[src/rtl/fetch_ctrl.sv]
// fetch_ctrl: instruction-fetch sequencer.
// Owns the fetch PC, keeps at most one word-aligned read outstanding to the
// instruction memory, and buffers returned words with their PCs in a small
// FIFO that feeds decode over a valid/ready handshake. A redirect flushes the
// FIFO, retargets the PC and turns any in-flight read into a discarded one.

module fetch_ctrl #(
    parameter logic [31:0] RESET_PC  = 32'h0000_0000,
    parameter int          BUF_DEPTH = 2
) (
    input  logic        clk,
    input  logic        rst,
    output logic        mem_req,
    output logic [31:0] mem_addr,
    input  logic        mem_gnt,
    input  logic        mem_rvalid,
    input  logic [31:0] mem_rdata,
    input  logic        redirect_valid,
    input  logic [31:0] redirect_pc,
    output logic        inst_valid,
    input  logic        inst_ready,
    output logic [31:0] inst,
    output logic [31:0] inst_pc
);

    localparam int PTR_W = (BUF_DEPTH > 1) ? $clog2(BUF_DEPTH) : 1;
    localparam int CNT_W = PTR_W + 1;
    localparam logic [CNT_W-1:0] DEPTH_C = CNT_W'(BUF_DEPTH);

    // FETCH: may request; WAIT: own response pending; KILL: stale response pending
    typedef enum logic [1:0] {
        ST_FETCH = 2'b00,
        ST_WAIT  = 2'b01,
        ST_KILL  = 2'b10
    } state_t;

    state_t             state;
    state_t             state_base;
    state_t             state_nxt;
    logic [31:0]        fetch_pc;
    logic [31:0]        issue_pc;
    logic [31:0]        redirect_aligned;
    logic [31:0]        buf_inst [BUF_DEPTH];
    logic [31:0]        buf_pc   [BUF_DEPTH];
    logic [PTR_W-1:0]   wr_ptr;
    logic [PTR_W-1:0]   rd_ptr;
    logic [CNT_W-1:0]   count;
    logic [CNT_W-1:0]   count_nxt;
    logic               issue;
    logic               push;
    logic               pop;
    logic               outstanding;
    logic               req_nxt;

    assign redirect_aligned = {redirect_pc[31:2], 2'b00};
    assign mem_addr         = fetch_pc;
    assign inst             = buf_inst[rd_ptr];
    assign inst_pc          = buf_pc[rd_ptr];

    // Next-state, FIFO occupancy and next request decision
    always_comb begin
        issue       = mem_req & mem_gnt;
        outstanding = (state == ST_WAIT) || (state == ST_KILL);
        push        = (state == ST_WAIT) & mem_rvalid & ~redirect_valid;
        pop         = inst_valid & inst_ready & ~redirect_valid;

        state_base = ST_FETCH;
        case (state)
            ST_FETCH: begin
                if (issue) begin
                    state_base = ST_WAIT;
                end else begin
                    state_base = ST_FETCH;
                end
            end
            ST_WAIT: begin
                if (mem_rvalid) begin
                    state_base = ST_FETCH;
                end else begin
                    state_base = ST_WAIT;
                end
            end
            ST_KILL: begin
                if (mem_rvalid) begin
                    state_base = ST_FETCH;
                end else begin
                    state_base = ST_KILL;
                end
            end
            default: begin
                state_base = ST_FETCH;
            end
        endcase

        // A redirect leaves a read in flight only if one was just issued or
        // is still waiting for its data; that read must then be discarded.
        if (redirect_valid) begin
            if (((state == ST_FETCH) && issue) || (outstanding && !mem_rvalid)) begin
                state_nxt = ST_KILL;
            end else begin
                state_nxt = ST_FETCH;
            end
        end else begin
            state_nxt = state_base;
        end

        if (redirect_valid) begin
            count_nxt = {CNT_W{1'b0}};
        end else begin
            count_nxt = count + CNT_W'(push) - CNT_W'(pop);
        end

        req_nxt = (state_nxt == ST_FETCH) && (count_nxt < DEPTH_C);
    end

    // Sequencer: state, fetch/issue PCs and the registered memory request
    always_ff @(posedge clk or posedge rst) begin
        if (rst) begin
            state    <= ST_FETCH;
            fetch_pc <= RESET_PC;
            issue_pc <= RESET_PC;
            mem_req  <= 1'b0;
        end else begin
            state   <= state_nxt;
            mem_req <= req_nxt;
            if (redirect_valid) begin
                fetch_pc <= redirect_aligned;
            end else if (issue) begin
                fetch_pc <= fetch_pc + 32'd4;
            end else begin
                fetch_pc <= fetch_pc;
            end
            if (issue) begin
                issue_pc <= fetch_pc;
            end else begin
                issue_pc <= issue_pc;
            end
        end
    end

    // Instruction FIFO: storage, pointers, occupancy and head-valid flag
    always_ff @(posedge clk or posedge rst) begin
        if (rst) begin
            wr_ptr     <= {PTR_W{1'b0}};
            rd_ptr     <= {PTR_W{1'b0}};
            count      <= {CNT_W{1'b0}};
            inst_valid <= 1'b0;
            for (int i = 0; i < BUF_DEPTH; i++) begin
                buf_inst[i] <= 32'h0000_0000;
                buf_pc[i]   <= 32'h0000_0000;
            end
        end else if (redirect_valid) begin
            wr_ptr     <= {PTR_W{1'b0}};
            rd_ptr     <= {PTR_W{1'b0}};
            count      <= {CNT_W{1'b0}};
            inst_valid <= 1'b0;
        end else begin
            if (push) begin
                buf_inst[wr_ptr] <= mem_rdata;
                buf_pc[wr_ptr]   <= issue_pc;
                wr_ptr           <= wr_ptr + PTR_W'(1);
            end else begin
                wr_ptr <= wr_ptr;
            end
            if (pop) begin
                rd_ptr <= rd_ptr + PTR_W'(1);
            end else begin
                rd_ptr <= rd_ptr;
            end
            count      <= count_nxt;
            inst_valid <= (count_nxt != {CNT_W{1'b0}});
        end
    end

endmodule

[config.mk]
export PLATFORM = sky130hd
export DESIGN_NAME = fetch_ctrl
export DESIGN_NICKNAME = d
export VERILOG_FILES = /design/src/rtl/fetch_ctrl.sv
export SDC_FILE = /design/constraint.sdc
export NUM_CORES = 1
export LEC_CHECK = 0
export ABC_AREA = 1
export CAP_MARGIN = 20
export CORE_MARGIN = 3
export CORE_UTILIZATION = 45
export DETAILED_ROUTE_END_ITERATION = 8
export PLACE_DENSITY = 0.7
export SLEW_MARGIN = 20
export SYNTH_ARGS = -nofsm -noshare
export SYNTH_HDL_FRONTEND = slang
export SYNTH_SLANG_ARGS = --single-unit
export TNS_END_PERCENT = 20
[constraint.sdc]
create_clock -name clk -period 14.95 [get_ports clk]
set_input_delay 2.99 -clock clk [delete_from_list [all_inputs] [get_ports clk]]
set_output_delay 2.99 -clock clk [all_outputs]
set_load 0.02 [all_outputs]
==> impl_metrics.tcl <==
set metrics [dict create \
    die_area_sq_um 21800 \
    rsz0062_at_grt "no" \
    wl_mm 21.0 \
    worstSetupPathType "reg2out" \
    ant_nets 0 \
    avgRoutedWirePerCell_um 13.3 \
    p_leak_nw 5.55 \
    n_fill_cell 1893 \
    maxCapViolCount 0 \
    yosysUniqueCellTypes 32 \
    drv_slew 0 \
    yosys_warnings 0 \
    finalSetupViolCount 0 \
    initial_core_util_pct 46.0 \
    final.setup.worst_slack_ns 9.05 \
    pre_cts_ws_ns 9.30 \
    hp-class "reg2reg" \
    critPathMaxStageDelay_ns 0.65 \
    timing_hold_violations_final 0 \
    die_w_um 148 \
    cp_max_fo 63 \
    firstDrtPassIters 5 \
    status "completed" \
    required_ns 11.96 \
    clock_sinks 192 \
    clock-root-buffer "clkbuf_16" \
    yosysSeqAreaShare_pct 53.3 \
    via_count 7554 \
    portBuffers 161 \
    fin_worst_skew_ns 0.00987 \
    post_cts_buffers 0 \
    place_hpwl_mm 13.7 \
    irDropWorstVdd_mv 0.0930 \
    overflow 0 \
    cp-start-kind "flip-flop" \
    routed_via_density 4.78 \
    ys_ff_latch 192 \
    die_h_um 148 \
    cts_tree "done" \
    numCtsBuffers 17 \
    postSynthCellCount 1170 \
    clkLatencyLatePin_ns 0.42 \
    ios 168 \
    synth_area_per_cell_sq_um 7.71 \
    drt_iter0_markers 453 \
    grt_pass1_vias 7173 \
    cts_buffer_depth 2 \
    tightest_slew_ns 0.943 \
    synth_edf_count 0 \
    hold_buffers 0 \
    path_clk_slew_ns 0.07 \
    antenna_found_initial 0 \
    yosys_most_used_dff "dfrtp_1" \
    cts_resized 0 \
    antennaDiodeCount 0 \
    arrival_ns 2.91 \
    area_growth_pct 25.9 \
    min_period_over_period_pct 39.4 \
    core_area_sq_um 19600 \
    period_needed_ns 5.90 \
    cp_cell_sequence "buf_4 > inv_2 > buf_4 > nand2_1 > nand2_1 > clkdlybuf4s50_1" \
    async_reset_ff_share_pct 100 \
    nets 1378 \
    endpoint_kind "output pin" \
    syn_area_sq_um 9020 \
    fmax_mhz 170 \
    gp_congestion 0.935 \
    maxSlewHeadroom_pct 37.2 \
    grt_pass1_wl_mm 35.3 \
    setup_tns_ns 0 \
    grt_use_total_pct 19.8 \
    grt_max_degree 125 \
    num_rows 51 \
    cpMaxStageDelayCell "clkdlybuf4s50_1" \
    htree_levels 4 \
    drc 0 \
    drive_gt1_share_pct 4.19 \
    p_per_area_nw_per_um2 163 \
]
## critical path: cells and delay by family (launching register included)
family,cells,cell delay (ns)
and+or+nand+nor,2,0.21
DFF,1,0.39
buffers and inverters,4,1.85
## cells in the final DEF, fill, tap and decap left out, types with 2 or more instances in the layout
cell             count
nand2_1            480
dfrtp_1            191
clkdlybuf4s50_1    161
o21ai_0            131
inv_1              123
nand3_1             49
o21ai_1             47
nor2_1              43
clkbuf_16           17
ha_1                 7
buf_4                5
a21oi_1              4
nor2_2               4
clkinv_4             4
conb_1               4
inv_6                4
o21ai_2              3
xor2_1               3
nand2_2              3
inv_2                3
o22ai_1              3
bufinv_16            3
xnor2_1              2
o221ai_1             2
nand4_1              2
buf_6                2
## registers in the layout, summed over array words and instances (netlist names)
signal / cells
buf_inst: 64
buf_pc: 60
issue_pc: 30
mem_addr: 30
count: 2
state: 2
inst_valid: 1
mem_req: 1
rd_ptr: 1
wr_ptr: 1
## power breakdown
group          internal, W  switching, W  total, W
logic             0.000269      0.000352  0.000621
registers         0.000665     0.0000901  0.000755
clock network     0.000272      0.000200  0.000472
## final timing paths
path | start | endpoint | slack (ns) | cells past startpoint
setup reg to reg | state[1] | buf_inst[51] | 12.54 | 8
setup / recovery | rd_ptr | inst_pc[13] | 9.05 | 6
hold / removal | buf_inst[62] | buf_inst[62] | 0.48 | 2
min in group asynchronous | rst | buf_inst[33] | 3.09 | 2
max in group asynchronous | rst | issue_pc[9] | 10.56 | 3
hold reg to reg | buf_inst[62] | buf_inst[62] | 0.48 | 2
## cells in the mapped netlist, types with 2 or more instances
master	number	share of area (%)
a21oi_1	4	0.22
buf_1	2	0.083
buf_2	13	0.72
buf_4	5	0.42
buf_6	8	1.0
clkbuf_1	30	1.2
dfrtp_1	192	53
ha_1	7	0.97
inv_1	124	5.2
inv_2	3	0.12
nand2_1	480	20
nand2_2	3	0.21
nand3_1	50	2.8
nand4_1	2	0.14
nor2_1	43	1.8
nor2_2	4	0.28
o21ai_0	131	7.3
o21ai_1	47	2.6
o21ai_2	3	0.29
o221ai_1	2	0.19
o22ai_1	3	0.21
xnor2_1	2	0.19
xor2_1	3	0.29
## layout make-up
class                      instances  area [sq um]  share of cell area (%)
clock buffer                      19           443                    3.90
clock inverter                    13           175                    1.54
inverter                         128           485                    4.27
multi-input combinational        794          3440                    30.3
sequential                       192          4810                    42.3
tap                              265           332                    2.92
timing repair buffer             168          1670                    14.7
## metrics by stage
stage / hold slack (ns) / total power (W) / cells / cell area, sq um / utilization [%]
6_report: 0.482 / 0.00185 / 1579 / 11400 / 58.0
4_1_cts: 0.486 / 0.00187 / 1579 / 11300 / 57.9
2_1_floorplan: 0.453 / 0.00112 / 1173 / 9030 / -
3_3_place_gp: 0.465 / 0.00138 / 1547 / 10700 / 54.8
3_5_place_dp: 0.469 / 0.00139 / 1547 / 10700 / 54.8
5_1_grt: 0.503 / 0.00197 / 1579 / 11400 / 58.0
## layer usage
layer	share of wire, %	wire length [um]	up-vias	track usage, %
met1	49	10300	3446	28.6
met3	5.3	1120	12	4.20
met4	0.69	144	0	4.15
li1	-	-	3896	-
met5	0	0	-	0
met2	45	9400	200	31.1
## kinds of logic after synthesis
logic type	count (synthesis)	share of synthesized area, %
simple gates	586	25.4
fa+ha+maj	7	0.971
other cells	1	0.0416
xor+xnor	5	0.486
compound gates	192	11.0
buf+inv	187	8.85
flops	192	53.3
Note: power is estimated with default switching activity, not from simulation.
